--- config.mk ---
export PLATFORM = sky130hd
export DESIGN_NAME = write_back_unit_flat
export DESIGN_NICKNAME = d
export VERILOG_FILES = /design/src/rtl/write_back_unit_pkg.sv /design/src/rtl/write_back_unit_if.sv /design/src/rtl/write_back_unit_gpr_wr_fifo.sv /design/src/rtl/write_back_unit.sv /design/src/flat_wrapper.sv
export SDC_FILE = /design/constraint.sdc
export NUM_CORES = 1
export LEC_CHECK = 0
export CAP_MARGIN = 20
export CORE_MARGIN = 2
export CORE_UTILIZATION = 42
export DETAILED_ROUTE_END_ITERATION = 8
export GPL_TIMING_DRIVEN = 0
export PLACE_DENSITY = 0.8
export SETUP_SLACK_MARGIN = 0.5
export SLEW_MARGIN = 0
export SYNTH_ARGS = -nofsm -noshare
export SYNTH_HDL_FRONTEND = slang
export SYNTH_SLANG_ARGS = --single-unit
--- constraint.sdc ---
create_clock -name clk -period 2.1 [get_ports clk]
set_input_delay 0.525 -clock clk [delete_from_list [all_inputs] [get_ports clk]]
set_output_delay 0.525 -clock clk [all_outputs]
set_load 0.005 [all_outputs]
--- src/rtl/write_back_unit_pkg.sv ---
// Shared types for the write-back stage.
//   reg_index_t     : GPR index (5 bit)
//   gpr_wr_entry_t  : one buffered GPR write {valid, dest, data}
//   wb_state_t      : sleep sequencer states
//   cr_compare_field: builds a {LT,GT,EQ,SO} CR field from a signed result
package write_back_unit_pkg;

  localparam int CR_FIELD_W    = 4;
  localparam int NUM_CR_FIELDS = 8;

  typedef logic [4:0] reg_index_t;

  typedef struct packed {
    logic        valid;
    reg_index_t  dest;
    logic [31:0] data;
  } gpr_wr_entry_t;

  typedef enum logic [1:0] {
    WB_RUN   = 2'd0,
    WB_DRAIN = 2'd1,
    WB_SLEEP = 2'd2
  } wb_state_t;

  function automatic logic [CR_FIELD_W-1:0] cr_compare_field(input logic [31:0] res,
                                                             input logic        so);
    logic lt;
    logic eq;
    lt = res[31];
    eq = (res == 32'd0);
    return {lt, !lt && !eq, eq, so};
  endfunction

endpackage

--- src/rtl/write_back_unit_if.sv ---
// Bundle of all write-back controls, data sources and commit outputs.
//   slave  : the write-back unit (controls/data in, commit strobes out)
//   master : the driving pipeline / environment
// Handshake: there is no valid/ready pair here. Every request (gpr_wr_*,
// record_*, spr/msr_we, sleep) is a single-cycle strobe that takes effect
// only in a cycle where en=1; the unit never back-pressures an individual
// strobe, and stall is an advisory "work still pending" indication.
interface write_back_unit_if;
  import write_back_unit_pkg::*;

  logic        en;
  reg_index_t  wb_gpr_dest_alu;
  reg_index_t  wb_gpr_dest_mem;
  logic        wb_gpr_wr_alu;
  logic        wb_gpr_wr_mem;
  logic        wb_wr_cr;
  logic [7:0]  wb_record_cr;
  logic        wb_record_ca;
  logic        wb_record_ov;
  logic        wb_spr_we;
  logic [9:0]  wb_spr_sel;
  logic        wb_msr_we;
  logic        wb_sleep;
  logic        dis_sleep;
  logic [31:0] alu_res;
  logic [31:0] mem_res;
  logic [31:0] alu_cr_in;
  logic        alu_ca;
  logic        alu_ov;
  logic        wakeup;

  logic        gpr_we;
  reg_index_t  gpr_waddr;
  logic [31:0] gpr_wdata;
  logic [31:0] cr;
  logic        xer_so;
  logic        xer_ca;
  logic        xer_ov;
  logic        spr_we_o;
  logic [9:0]  spr_sel_o;
  logic [31:0] spr_wdata;
  logic        msr_we_o;
  logic [31:0] msr_wdata;
  logic        stall;
  logic        sleeping;
  logic        overflow_err;
  wb_state_t   dbg_state;
  logic        dbg_fifo_full;

  modport slave (
    input  en, wb_gpr_dest_alu, wb_gpr_dest_mem, wb_gpr_wr_alu, wb_gpr_wr_mem,
           wb_wr_cr, wb_record_cr, wb_record_ca, wb_record_ov, wb_spr_we,
           wb_spr_sel, wb_msr_we, wb_sleep, dis_sleep, alu_res, mem_res,
           alu_cr_in, alu_ca, alu_ov, wakeup,
    output gpr_we, gpr_waddr, gpr_wdata, cr, xer_so, xer_ca, xer_ov, spr_we_o,
           spr_sel_o, spr_wdata, msr_we_o, msr_wdata, stall, sleeping,
           overflow_err, dbg_state, dbg_fifo_full
  );

  modport master (
    output en, wb_gpr_dest_alu, wb_gpr_dest_mem, wb_gpr_wr_alu, wb_gpr_wr_mem,
           wb_wr_cr, wb_record_cr, wb_record_ca, wb_record_ov, wb_spr_we,
           wb_spr_sel, wb_msr_we, wb_sleep, dis_sleep, alu_res, mem_res,
           alu_cr_in, alu_ca, alu_ov, wakeup,
    input  gpr_we, gpr_waddr, gpr_wdata, cr, xer_so, xer_ca, xer_ov, spr_we_o,
           spr_sel_o, spr_wdata, msr_we_o, msr_wdata, stall, sleeping,
           overflow_err, dbg_state, dbg_fifo_full
  );

endinterface

--- src/rtl/write_back_unit_gpr_wr_fifo.sv ---
// gpr_wr_fifo: 2-entry buffer for load results that lost the GPR port.
//   push/push_entry : append an entry (dropped, push_dropped=1, if no room)
//   pop             : remove the head
//   kill_en/dest    : remove every stored entry whose dest matches
//   head            : oldest entry; count/count_next: occupancy now / after edge
//   full            : both slots occupied
// Entries are kept packed toward slot0, so slot0 is always the head. A killed
// entry is removed immediately, so it never occupies a port slot later.
module gpr_wr_fifo
  import write_back_unit_pkg::*;
(
  input  logic          clk,
  input  logic          reset,
  input  logic          push,
  input  gpr_wr_entry_t push_entry,
  input  logic          pop,
  input  logic          kill_en,
  input  reg_index_t    kill_dest,
  output gpr_wr_entry_t head,
  output logic [1:0]    count,
  output logic [1:0]    count_next,
  output logic          full,
  output logic          push_dropped
);

  gpr_wr_entry_t slot0_q, slot0_d, slot1_q, slot1_d;
  gpr_wr_entry_t surv0, surv1, rem0, rem1;
  logic          keep0, keep1;

  always_comb begin
    // 1) kill, 2) compact survivors, 3) pop, 4) push into the first free slot.
    keep0 = slot0_q.valid && !(kill_en && (slot0_q.dest == kill_dest));
    keep1 = slot1_q.valid && !(kill_en && (slot1_q.dest == kill_dest));

    surv0 = '0;
    surv1 = '0;
    if (keep0) begin
      surv0 = slot0_q;
      if (keep1) surv1 = slot1_q;
    end else if (keep1) begin
      surv0 = slot1_q;
    end

    rem0 = surv0;
    rem1 = surv1;
    if (pop) begin
      rem0 = surv1;
      rem1 = '0;
    end

    slot0_d      = rem0;
    slot1_d      = rem1;
    push_dropped = 1'b0;
    if (push) begin
      if (!rem0.valid) begin
        slot0_d       = push_entry;
        slot0_d.valid = 1'b1;
      end else if (!rem1.valid) begin
        slot1_d       = push_entry;
        slot1_d.valid = 1'b1;
      end else begin
        push_dropped = 1'b1;
      end
    end

    count_next = {slot1_d.valid, slot0_d.valid & ~slot1_d.valid};
  end

  assign head  = slot0_q;
  assign count = {slot1_q.valid, slot0_q.valid & ~slot1_q.valid};
  assign full  = slot1_q.valid;

  always_ff @(posedge clk) begin
    if (!reset) begin
      slot0_q <= '0;
      slot1_q <= '0;
    end else begin
      slot0_q <= slot0_d;
      slot1_q <= slot1_d;
    end
  end

endmodule

--- src/rtl/write_back_unit.sv ---
// write_back_unit: final pipeline stage. Arbitrates the single GPR write port
// between ALU and load results (buffering colliding loads), maintains CR and
// XER, forwards SPR/MSR write strobes and sequences RUN -> DRAIN -> SLEEP.
//   clk, reset (synchronous, active-low)
//   bus : write_back_unit_if.slave carrying all controls, data and outputs
// Every output is a flop; inputs sampled at an edge show up right after it.
module write_back_unit
  import write_back_unit_pkg::*;
(
  input logic              clk,
  input logic              reset,
  write_back_unit_if.slave bus
);

  logic          alu_wr, mem_wr, same_dest, fifo_nonempty;
  logic          fifo_push, fifo_pop, push_dropped, fifo_full;
  logic [1:0]    fifo_count, fifo_count_next;
  gpr_wr_entry_t fifo_head, mem_entry;

  logic          gpr_we_q, gpr_we_d;
  reg_index_t    gpr_waddr_q, gpr_waddr_d;
  logic [31:0]   gpr_wdata_q, gpr_wdata_d;
  logic [31:0]   cr_q, cr_d;
  logic          xer_so_q, xer_so_d, xer_ca_q, xer_ca_d, xer_ov_q, xer_ov_d;
  logic          spr_we_q, spr_we_d, msr_we_q, msr_we_d;
  logic [9:0]    spr_sel_q, spr_sel_d;
  logic [31:0]   spr_wdata_q, spr_wdata_d, msr_wdata_q, msr_wdata_d;
  logic          stall_q, stall_d, sleeping_q, sleeping_d, overflow_q, overflow_d;
  wb_state_t     state_q, state_d;

  gpr_wr_fifo u_fifo (
    .clk          (clk),
    .reset        (reset),
    .push         (fifo_push),
    .push_entry   (mem_entry),
    .pop          (fifo_pop),
    .kill_en      (alu_wr),
    .kill_dest    (bus.wb_gpr_dest_alu),
    .head         (fifo_head),
    .count        (fifo_count),
    .count_next   (fifo_count_next),
    .full         (fifo_full),
    .push_dropped (push_dropped)
  );

  always_comb begin
    alu_wr        = bus.en && bus.wb_gpr_wr_alu;
    mem_wr        = bus.en && bus.wb_gpr_wr_mem;
    // Equal dest in one cycle: the load is the younger write, so it takes the
    // port. The ALU dest still kills older buffered entries to that register
    // (alu_wr drives kill_en) so they cannot overwrite the newer value later.
    same_dest     = alu_wr && mem_wr && (bus.wb_gpr_dest_alu == bus.wb_gpr_dest_mem);
    fifo_nonempty = fifo_head.valid;
    mem_entry     = '{valid: 1'b1, dest: bus.wb_gpr_dest_mem, data: bus.mem_res};
    fifo_push     = mem_wr && !same_dest && (alu_wr || fifo_nonempty);
    fifo_pop      = bus.en && !alu_wr && fifo_nonempty;

    gpr_we_d    = 1'b0;
    gpr_waddr_d = gpr_waddr_q;
    gpr_wdata_d = gpr_wdata_q;
    if (same_dest || (mem_wr && !alu_wr && !fifo_nonempty)) begin
      gpr_we_d    = 1'b1;
      gpr_waddr_d = bus.wb_gpr_dest_mem;
      gpr_wdata_d = bus.mem_res;
    end else if (alu_wr) begin
      gpr_we_d    = 1'b1;
      gpr_waddr_d = bus.wb_gpr_dest_alu;
      gpr_wdata_d = bus.alu_res;
    end else if (fifo_pop) begin
      gpr_we_d    = 1'b1;
      gpr_waddr_d = fifo_head.dest;
      gpr_wdata_d = fifo_head.data;
    end

    xer_so_d = xer_so_q;
    xer_ca_d = xer_ca_q;
    xer_ov_d = xer_ov_q;
    if (bus.en && bus.wb_record_ca) xer_ca_d = bus.alu_ca;
    if (bus.en && bus.wb_record_ov) begin
      xer_ov_d = bus.alu_ov;
      xer_so_d = xer_so_q | bus.alu_ov;
    end

    // Compare-style fields use the SO value that includes this op's overflow.
    cr_d = cr_q;
    if (bus.en) begin
      for (int i = 0; i < NUM_CR_FIELDS; i++) begin
        if (bus.wb_record_cr[i]) begin
          cr_d[i*CR_FIELD_W +: CR_FIELD_W] = bus.wb_wr_cr
            ? bus.alu_cr_in[i*CR_FIELD_W +: CR_FIELD_W]
            : cr_compare_field(bus.alu_res, xer_so_d);
        end
      end
    end

    spr_we_d    = bus.en && bus.wb_spr_we;
    msr_we_d    = bus.en && bus.wb_msr_we;
    spr_sel_d   = bus.en ? bus.wb_spr_sel : spr_sel_q;
    spr_wdata_d = bus.en ? bus.alu_res : spr_wdata_q;
    msr_wdata_d = bus.en ? bus.alu_res : msr_wdata_q;

    state_d = state_q;
    if (bus.en) begin
      unique case (state_q)
        WB_RUN:   if (bus.wb_sleep && !bus.dis_sleep) state_d = WB_DRAIN;
        WB_DRAIN: if (fifo_count == 2'd0) state_d = WB_SLEEP;
        WB_SLEEP: if (bus.wakeup) state_d = WB_RUN;
        default:  state_d = WB_RUN;
      endcase
    end

    stall_d    = (fifo_count_next != 2'd0) || (state_d != WB_RUN);
    sleeping_d = (state_d == WB_SLEEP);
    overflow_d = overflow_q | push_dropped;
  end

  always_ff @(posedge clk) begin
    if (!reset) begin
      gpr_we_q    <= 1'b0;
      gpr_waddr_q <= '0;
      gpr_wdata_q <= '0;
      cr_q        <= '0;
      xer_so_q    <= 1'b0;
      xer_ca_q    <= 1'b0;
      xer_ov_q    <= 1'b0;
      spr_we_q    <= 1'b0;
      spr_sel_q   <= '0;
      spr_wdata_q <= '0;
      msr_we_q    <= 1'b0;
      msr_wdata_q <= '0;
      stall_q     <= 1'b0;
      sleeping_q  <= 1'b0;
      overflow_q  <= 1'b0;
      state_q     <= WB_RUN;
    end else begin
      gpr_we_q    <= gpr_we_d;
      gpr_waddr_q <= gpr_waddr_d;
      gpr_wdata_q <= gpr_wdata_d;
      cr_q        <= cr_d;
      xer_so_q    <= xer_so_d;
      xer_ca_q    <= xer_ca_d;
      xer_ov_q    <= xer_ov_d;
      spr_we_q    <= spr_we_d;
      spr_sel_q   <= spr_sel_d;
      spr_wdata_q <= spr_wdata_d;
      msr_we_q    <= msr_we_d;
      msr_wdata_q <= msr_wdata_d;
      stall_q     <= stall_d;
      sleeping_q  <= sleeping_d;
      overflow_q  <= overflow_d;
      state_q     <= state_d;
    end
  end

  assign bus.gpr_we        = gpr_we_q;
  assign bus.gpr_waddr     = gpr_waddr_q;
  assign bus.gpr_wdata     = gpr_wdata_q;
  assign bus.cr            = cr_q;
  assign bus.xer_so        = xer_so_q;
  assign bus.xer_ca        = xer_ca_q;
  assign bus.xer_ov        = xer_ov_q;
  assign bus.spr_we_o      = spr_we_q;
  assign bus.spr_sel_o     = spr_sel_q;
  assign bus.spr_wdata     = spr_wdata_q;
  assign bus.msr_we_o      = msr_we_q;
  assign bus.msr_wdata     = msr_wdata_q;
  assign bus.stall         = stall_q;
  assign bus.sleeping      = sleeping_q;
  assign bus.overflow_err  = overflow_q;
  assign bus.dbg_state     = state_q;
  assign bus.dbg_fifo_full = fifo_full;

endmodule

--- src/flat_wrapper.sv ---
// flat-port wrapper written by rule: the top's interface ports become plain ports
module write_back_unit_flat import write_back_unit_pkg::*;
  (clk, reset, bus_en, bus_wb_gpr_dest_alu, bus_wb_gpr_dest_mem, bus_wb_gpr_wr_alu, bus_wb_gpr_wr_mem, bus_wb_wr_cr, bus_wb_record_cr, bus_wb_record_ca, bus_wb_record_ov, bus_wb_spr_we, bus_wb_spr_sel, bus_wb_msr_we, bus_wb_sleep, bus_dis_sleep, bus_alu_res, bus_mem_res, bus_alu_cr_in, bus_alu_ca, bus_alu_ov, bus_wakeup, bus_gpr_we, bus_gpr_waddr, bus_gpr_wdata, bus_cr, bus_xer_so, bus_xer_ca, bus_xer_ov, bus_spr_we_o, bus_spr_sel_o, bus_spr_wdata, bus_msr_we_o, bus_msr_wdata, bus_stall, bus_sleeping, bus_overflow_err, bus_dbg_state, bus_dbg_fifo_full);
  write_back_unit_if bus_i ();
  input logic clk;
  input logic reset;
  input wire logic [$bits(bus_i.en)-1:0] bus_en;
  input wire logic [$bits(bus_i.wb_gpr_dest_alu)-1:0] bus_wb_gpr_dest_alu;
  input wire logic [$bits(bus_i.wb_gpr_dest_mem)-1:0] bus_wb_gpr_dest_mem;
  input wire logic [$bits(bus_i.wb_gpr_wr_alu)-1:0] bus_wb_gpr_wr_alu;
  input wire logic [$bits(bus_i.wb_gpr_wr_mem)-1:0] bus_wb_gpr_wr_mem;
  input wire logic [$bits(bus_i.wb_wr_cr)-1:0] bus_wb_wr_cr;
  input wire logic [$bits(bus_i.wb_record_cr)-1:0] bus_wb_record_cr;
  input wire logic [$bits(bus_i.wb_record_ca)-1:0] bus_wb_record_ca;
  input wire logic [$bits(bus_i.wb_record_ov)-1:0] bus_wb_record_ov;
  input wire logic [$bits(bus_i.wb_spr_we)-1:0] bus_wb_spr_we;
  input wire logic [$bits(bus_i.wb_spr_sel)-1:0] bus_wb_spr_sel;
  input wire logic [$bits(bus_i.wb_msr_we)-1:0] bus_wb_msr_we;
  input wire logic [$bits(bus_i.wb_sleep)-1:0] bus_wb_sleep;
  input wire logic [$bits(bus_i.dis_sleep)-1:0] bus_dis_sleep;
  input wire logic [$bits(bus_i.alu_res)-1:0] bus_alu_res;
  input wire logic [$bits(bus_i.mem_res)-1:0] bus_mem_res;
  input wire logic [$bits(bus_i.alu_cr_in)-1:0] bus_alu_cr_in;
  input wire logic [$bits(bus_i.alu_ca)-1:0] bus_alu_ca;
  input wire logic [$bits(bus_i.alu_ov)-1:0] bus_alu_ov;
  input wire logic [$bits(bus_i.wakeup)-1:0] bus_wakeup;
  output wire logic [$bits(bus_i.gpr_we)-1:0] bus_gpr_we;
  output wire logic [$bits(bus_i.gpr_waddr)-1:0] bus_gpr_waddr;
  output wire logic [$bits(bus_i.gpr_wdata)-1:0] bus_gpr_wdata;
  output wire logic [$bits(bus_i.cr)-1:0] bus_cr;
  output wire logic [$bits(bus_i.xer_so)-1:0] bus_xer_so;
  output wire logic [$bits(bus_i.xer_ca)-1:0] bus_xer_ca;
  output wire logic [$bits(bus_i.xer_ov)-1:0] bus_xer_ov;
  output wire logic [$bits(bus_i.spr_we_o)-1:0] bus_spr_we_o;
  output wire logic [$bits(bus_i.spr_sel_o)-1:0] bus_spr_sel_o;
  output wire logic [$bits(bus_i.spr_wdata)-1:0] bus_spr_wdata;
  output wire logic [$bits(bus_i.msr_we_o)-1:0] bus_msr_we_o;
  output wire logic [$bits(bus_i.msr_wdata)-1:0] bus_msr_wdata;
  output wire logic [$bits(bus_i.stall)-1:0] bus_stall;
  output wire logic [$bits(bus_i.sleeping)-1:0] bus_sleeping;
  output wire logic [$bits(bus_i.overflow_err)-1:0] bus_overflow_err;
  output wire logic [$bits(bus_i.dbg_state)-1:0] bus_dbg_state;
  output wire logic [$bits(bus_i.dbg_fifo_full)-1:0] bus_dbg_fifo_full;
  assign bus_i.en = bus_en;
  assign bus_i.wb_gpr_dest_alu = bus_wb_gpr_dest_alu;
  assign bus_i.wb_gpr_dest_mem = bus_wb_gpr_dest_mem;
  assign bus_i.wb_gpr_wr_alu = bus_wb_gpr_wr_alu;
  assign bus_i.wb_gpr_wr_mem = bus_wb_gpr_wr_mem;
  assign bus_i.wb_wr_cr = bus_wb_wr_cr;
  assign bus_i.wb_record_cr = bus_wb_record_cr;
  assign bus_i.wb_record_ca = bus_wb_record_ca;
  assign bus_i.wb_record_ov = bus_wb_record_ov;
  assign bus_i.wb_spr_we = bus_wb_spr_we;
  assign bus_i.wb_spr_sel = bus_wb_spr_sel;
  assign bus_i.wb_msr_we = bus_wb_msr_we;
  assign bus_i.wb_sleep = bus_wb_sleep;
  assign bus_i.dis_sleep = bus_dis_sleep;
  assign bus_i.alu_res = bus_alu_res;
  assign bus_i.mem_res = bus_mem_res;
  assign bus_i.alu_cr_in = bus_alu_cr_in;
  assign bus_i.alu_ca = bus_alu_ca;
  assign bus_i.alu_ov = bus_alu_ov;
  assign bus_i.wakeup = bus_wakeup;
  assign bus_gpr_we = bus_i.gpr_we;
  assign bus_gpr_waddr = bus_i.gpr_waddr;
  assign bus_gpr_wdata = bus_i.gpr_wdata;
  assign bus_cr = bus_i.cr;
  assign bus_xer_so = bus_i.xer_so;
  assign bus_xer_ca = bus_i.xer_ca;
  assign bus_xer_ov = bus_i.xer_ov;
  assign bus_spr_we_o = bus_i.spr_we_o;
  assign bus_spr_sel_o = bus_i.spr_sel_o;
  assign bus_spr_wdata = bus_i.spr_wdata;
  assign bus_msr_we_o = bus_i.msr_we_o;
  assign bus_msr_wdata = bus_i.msr_wdata;
  assign bus_stall = bus_i.stall;
  assign bus_sleeping = bus_i.sleeping;
  assign bus_overflow_err = bus_i.overflow_err;
  assign bus_dbg_state = bus_i.dbg_state;
  assign bus_dbg_fifo_full = bus_i.dbg_fifo_full;
  write_back_unit u_core (.clk(clk), .reset(reset), .bus(bus_i));
endmodule
==> results of run 1 <==
## cell families (layout without fill, tap and decap cells)
kind of cell,after synthesis,after routing
flip-flops,198,198
buffers and inverters,152,590
multiplexers,50,50
other,0,1
XOR/XNOR,16,16
AND/OR/NAND/NOR,392,392
AO/OA/AOI/OAI,289,289
## layout make-up
class	instances	share of cell area
clock inverters	11	0.00897
clock buffers	20	0.0274
inverters	12	0.00284
repair buffers	407	0.272
flip-flops and latches	198	0.248
multi-input cells	747	0.342
well taps	275	0.0211
diodes	1	0.000153
plain buffers	140	0.0768
## worst paths after layout
check	startpoint	end	slack (ns)
setup / recovery	bus_wb_gpr_dest_alu[2]	u_core.bus.gpr_wdata[25]$_SDFFE_PN0P_	-0.01
hold reg to reg	u_core.bus.xer_ov$_SDFFE_PN0P_	u_core.bus.xer_ov$_SDFFE_PN0P_	0.47
setup reg to reg	u_core.u_fifo.head[37]$_SDFF_PN0_	u_core.bus.gpr_wdata[25]$_SDFFE_PN0P_	0.01
hold / removal	bus_wb_gpr_dest_mem[2]	u_core.u_fifo.head[34]$_SDFF_PN0_	0.34
## tightest hold or removal path, cell delays in order
cell and delay (ns):
buf_6 0.11, nand3_4 0.06, a21oi_2 0.04
## state kept, by name, indices dropped and copies added (netlist names), 2 cells and up
signal,count
u_core.u_fifo.slot1_q,37
u_core.bus.spr_sel_o,10
u_core.bus.gpr_waddr,5
u_core.bus.dbg_state,2
u_core.bus.gpr_wdata,32
u_core.u_fifo.head,38
u_core.bus.spr_wdata,32
u_core.bus.cr,32
## Yosys cell counts (7+ instances only)
master      n  area (um^2)
a31oi_1    39          244
and2_1      8         50.1
nand3_1   113          566
o22ai_1    37          231
nand2_1   113          424
clkbuf_1   68          255
nor4_1      8         50.1
o221a_2    17          191
buf_1       7         26.3
nor2_1     98          368
a21oi_1   140          701
buf_4      35          263
dfxtp_1   198         3960
inv_1      11         41.3
or4_1      37          278
xnor2_1    13          114
o21ai_0    48          240
buf_2      25          125
mux2i_1    50          500
## power by group
group          internal (mW)  total (mW)  switching, mW
Clock                   1.91        3.50           1.59
Combinational           1.10        2.16           1.07
Sequential              3.93        4.05          0.117
## metal layers
metal	up-vias	global-route usage
li1	4742	-
met1	5456	0.400
met2	1057	0.564
met3	369	0.0817
met4	0	0.155
met5	-	0
## timing repair
action / CTS / global route
gates cloned: 14 / 3
setup endpoints to repair: 336 / 320
pin swaps: 88 / 94
buffers inserted: 68 / 32
gates resized for setup: 554 / 378
==> flow_metrics.env, run 1 <==
export IMPL_synthAdderAreaFrac=0
export IMPL_synth_top_family_by_area="simple AND/OR/NAND/NOR gates"
export IMPL_syn_inst=1097
export IMPL_fin_nets=1662
export IMPL_worst_path_buf_inv=4
export IMPL_viasPerCell=6.42
export IMPL_initial_core_util=0.426
export IMPL_period_minus_slack_ns=2.11
export IMPL_regArea_um2=4050
export IMPL_relSlewSlack=0.343
export IMPL_first_pass_iters=6
export IMPL_syn_num_nets=1236
export IMPL_min_path_cells=3
export IMPL_status="finished, violations left"
export IMPL_clockBufferDepth=2
export IMPL_fp_dieW_um=150
export IMPL_syn_area_um2=8910
export IMPL_wl_mm=46.2
export IMPL_syn_to_final_growth_pct=83.2
export IMPL_synthMuxAreaShare=0.0562
export IMPL_grt_pass1_vias=10200
export IMPL_hpwl_mm=24.6
export IMPL_ff2ff_path_depth=6
export IMPL_multi_input_area_um2=5590
export IMPL_grt_ovfl_total=0
export IMPL_final_common_cell="dfxtp_1"
export IMPL_setup_viol=1
export IMPL_rsz0062_at_grt="true"
export IMPL_critical_path_class="primary input to flop"
export IMPL_synth_async_sr_flop_share=0
export IMPL_top_layer_used="met4"
export IMPL_worst_ep_arrival_time_ns=2.40
export IMPL_stdcell_count=1811
export IMPL_power_per_cell_area_nw_per_um2=596
export IMPL_grt_usage=0.334
export IMPL_fin_ws_ns=-0.0135
export IMPL_postPlaceCellArea_um2=12500
export IMPL_port_buffer_count=290
export IMPL_hold_viol=0
export IMPL_synth_compound_area_frac=0.189
export IMPL_route_met3_wl_mm=5.36
export IMPL_worst_pin_slew_ns=0.986
export IMPL_cts_buffers=17
export IMPL_end_kind="flop"
export IMPL_final_cell_mix="dfxtp_1 (133), buf_6 (114), nand2_1 (112), dlymetal6s2s_1 (105), nor2_1 (97)"
export IMPL_synth_simple_area_share=0.205
export IMPL_wl_per_cell_um=25.5
export IMPL_violations="negative setup slack"
export IMPL_cts_sinks=198
export IMPL_hold_path_class="primary input to flop"
export IMPL_critPathMaxStageDelay_ns=0.46
export IMPL_yosysSeqAreaShare=0.445
export IMPL_core_area_um2=20900
export IMPL_min_period_over_period=1.01
export IMPL_ys_ff_latch=198
export IMPL_critPathLaunchType="primary input"
export IMPL_grt_max_degree=17
export IMPL_worstSkewPairLatency_ns=0.45
export IMPL_final_antenna_net_count=0
export IMPL_fin_area_um2=16300
export IMPL_avgSynthCellArea_um2=8.12
export IMPL_drive_gt1_frac=0.408
export IMPL_path_common_cell="buf_8"
export IMPL_cts_tree="built"
export IMPL_cp_max_fo=8
export IMPL_postCtsHoldBufs=0
export IMPL_max_freq_mhz=473
export IMPL_wl_met2_mm=21.2
export IMPL_route_detailed_drc=0
export IMPL_drv_slew=0
export IMPL_place_inst=1662
export IMPL_fin_hold_ws_ns=0.336
export IMPL_nFillCells=1250
export IMPL_synth_edff_count=0
export IMPL_grt_pass1_wl_mm=57.9
export IMPL_finalSetupTns_ns=-0.0135
export IMPL_totalPowerFinal_mw=9.72
export IMPL_vdd_drop_max_uv=478
export IMPL_crit_chain="buf_8, xor2_1, or3_4, o32ai_4, buf_6, buf_12, buf_8, nand3_2, a31oi_1"
export IMPL_gp_congestion=0.907
export IMPL_slowest_stage="a31oi_1"
export IMPL_cap_violations=0
export IMPL_io_pins=294
export IMPL_finish_utilization=0.781
export IMPL_required_ns=2.39
export IMPL_antenna_found_initial=1
export IMPL_synth_xor_area_frac=0.0178
export IMPL_ys_types=38
export IMPL_drtIter0Drc=1618
export IMPL_yosys_warnings=0
export IMPL_post_place_ws_ns=-1.01
export IMPL_clock_skew_ns=0.0150
export IMPL_fp_dieH_um=150
export IMPL_h_tree_depth=4
export IMPL_crit_cells=9
export IMPL_root_buffer="clkbuf_16"
export IMPL_num_vias=11600
export IMPL_num_rows=53
export IMPL_cp_top_family="buffers and inverters"
export IMPL_synth_flop_cell="dfxtp_1"
export IMPL_met1_length_mm=15.8
export IMPL_p_leak_nw=7.73
export IMPL_die_area_um2=22400
export IMPL_clkSlewWorstSetupHoldPaths_ns=0.07
(Power assumes the default switching activity.)
==> run 2: changes to the inputs <==
--- a/config.mk
+++ b/config.mk
@@ -7,12 +7,13 @@
 export LEC_CHECK = 0
 export CAP_MARGIN = 20
 export CORE_MARGIN = 2
-export CORE_UTILIZATION = 42
+export CORE_UTILIZATION = 43
 export DETAILED_ROUTE_END_ITERATION = 8
 export GPL_TIMING_DRIVEN = 0
-export PLACE_DENSITY = 0.8
-export SETUP_SLACK_MARGIN = 0.5
+export PLACE_DENSITY = 0.81
+export SETUP_SLACK_MARGIN = 0.05
 export SLEW_MARGIN = 0
 export SYNTH_ARGS = -nofsm -noshare
 export SYNTH_HDL_FRONTEND = slang
+export SYNTH_HIERARCHICAL = 1
 export SYNTH_SLANG_ARGS = --single-unit
==> constraint.sdc (replaced) <==
create_clock -name clk -period 2.1 [get_ports clk]
set_input_delay 0.525 -clock clk [delete_from_list [all_inputs] [get_ports clk]]
set_output_delay 0.525 -clock clk [all_outputs]
set_load 0.02 [all_outputs]
==> flow_metrics.env, run 2 <==
export IMPL_status="finished clean"
export IMPL_die_area_um2=23000
export IMPL_wl_mm=33.6
export IMPL_hpwl_mm=24.7
export IMPL_finalSetupTns_ns=0
export IMPL_final_cell_mix="clkdlybuf4s50_1 (251), dfxtp_1 (196), nand2_1 (190), nand3_1 (101), nor2_1 (94)"
export IMPL_cts_buffers=17
export IMPL_syn_num_nets=1245
export IMPL_num_vias=9747
export IMPL_totalPowerFinal_mw=9.46
export IMPL_initial_core_util=0.434
export IMPL_syn_to_final_growth_pct=46.3
export IMPL_fin_hold_ws_ns=0.364
export IMPL_required_ns=2.42
export IMPL_postCtsHoldBufs=0
export IMPL_antenna_found_initial=1
export IMPL_gp_congestion=0.926
export IMPL_io_pins=294
export IMPL_first_pass_iters=6
export IMPL_fp_dieH_um=152
export IMPL_grt_pass1_wl_mm=49.7
export IMPL_nFillCells=1782
export IMPL_grt_usage=0.279
export IMPL_worstSkewPairLatency_ns=0.44
export IMPL_hold_path_class="primary input to flop"
export IMPL_clockBufferDepth=2
export IMPL_critical_path_class="primary input to flop"
export IMPL_rsz0062_at_grt="true"
export IMPL_cts_tree="built"
export IMPL_grt_pass1_vias=9290
export IMPL_cap_violations=0
export IMPL_worst_ep_arrival_time_ns=2.41
export IMPL_finish_utilization=0.635
export IMPL_critPathLaunchType="primary input"
export IMPL_cts_sinks=198
export IMPL_route_detailed_drc=0
export IMPL_worst_pin_slew_ns=0.742
export IMPL_h_tree_depth=4
export IMPL_min_period_over_period=0.993
export IMPL_relSlewSlack=0.502
export IMPL_root_buffer="clkbuf_16"
export IMPL_largest_reg_flops=38
export IMPL_viasPerCell=5.64
export IMPL_fp_dieW_um=152
export IMPL_drv_slew=0
export IMPL_avgSynthCellArea_um2=8.49
export IMPL_core_area_um2=21600
export IMPL_final_antenna_net_count=0
export IMPL_clock_skew_ns=0.0117
export IMPL_syn_area_um2=9390
export IMPL_setup_viol=0
export IMPL_final_common_cell="clkdlybuf4s50_1"
export IMPL_wl_per_cell_um=19.4
export IMPL_fin_nets=1573
export IMPL_port_buffer_count=291
export IMPL_grt_max_degree=19
export IMPL_vdd_drop_max_uv=389
export IMPL_cp_max_fo=10
export IMPL_hold_viol=0
export IMPL_num_rows=54
export IMPL_multi_input_area_um2=4780
export IMPL_clkSlewWorstSetupHoldPaths_ns=0.07
export IMPL_regArea_um2=3970
export IMPL_drtIter0Drc=806
export IMPL_drive_gt1_frac=0.161
export IMPL_max_freq_mhz=480
export IMPL_yosys_warnings=6
export IMPL_syn_inst=1106
export IMPL_period_minus_slack_ns=2.09
export IMPL_power_per_cell_area_nw_per_um2=689
export IMPL_grt_ovfl_total=0
export IMPL_p_leak_nw=5.43
export IMPL_end_kind="flop"
-- run 2: metrics by stage --
step           area (um^2)  std cells  worst slack [ns]
3_5_place_dp         12800       1678             -1.05
4_1_cts              13500       1717           -0.0412
5_1_grt              13700       1727           -0.0203
2_1_floorplan         9530       1106            0.0172
3_3_place_gp         12800       1677             -1.03
6_report             13700       1729            0.0147
-- run 2: cell type report --
cell class | count | share of cell area
multi-input combinational | 760 | 0.348
sequential | 198 | 0.289
timing repair buffer | 309 | 0.222
buffer | 134 | 0.0680
clock buffer | 18 | 0.0312
tap | 280 | 0.0255
clock inverter | 14 | 0.0118
inverter | 14 | 0.00410
antenna | 2 | 0.000364
-- run 2: final timing paths --
path,start,end,slack (ns),cells past startpoint
setup / recovery,reset,u_core/bus.gpr_wdata[21]$_SDFFE_PN0P_,0.01,6
hold / removal,bus_wb_gpr_dest_mem[1],u_core/bus.gpr_waddr[1]$_SDFFE_PN0P_,0.36,3
setup reg to reg,u_core/u_fifo/head[37]$_SDFF_PN0_,u_core/bus.stall$_SDFF_PN0_,0.11,11
hold reg to reg,u_core/u_fifo/slot1_q[3]$_SDFF_PN0_,u_core/u_fifo/slot1_q[3]$_SDFF_PN0_,0.47,2
-- run 2: critical path, stage by stage --
cell and delay, ns:
clkdlybuf4s50_1 0.62, inv_1 0.20, buf_2 0.28, clkbuf_1 0.49, a311o_1 0.21, mux2i_1 0.08
-- run 2: what timing repair did --
action                     in CTS  in global routing
pin swaps                       5                 12
resized for setup              51                 78
setup buffers                   7                 10
setup endpoints to repair     189                143
gates cloned                    0                  0
-- run 2: power by group --
group	leakage (nW)	total (mW)	switching [mW]	internal, mW
Combinational	3.53	2.02	1.05	0.973
Sequential	1.62	4.08	0.129	3.95
Clock	0.277	3.36	1.57	1.79
Total	5.43	9.46	2.75	6.71
-- run 2: layer usage --
| metal | share of wire | GRT usage | vias to the layer above |
|---|---|---|---|
| met4 | 0.035 | 0.122 | 0 |
| met1 | 0.38 | 0.334 | 4614 |
| met5 | 0 | 0 | - |
| li1 | - | - | 4518 |
| met3 | 0.095 | 0.0635 | 88 |
| met2 | 0.49 | 0.478 | 527 |
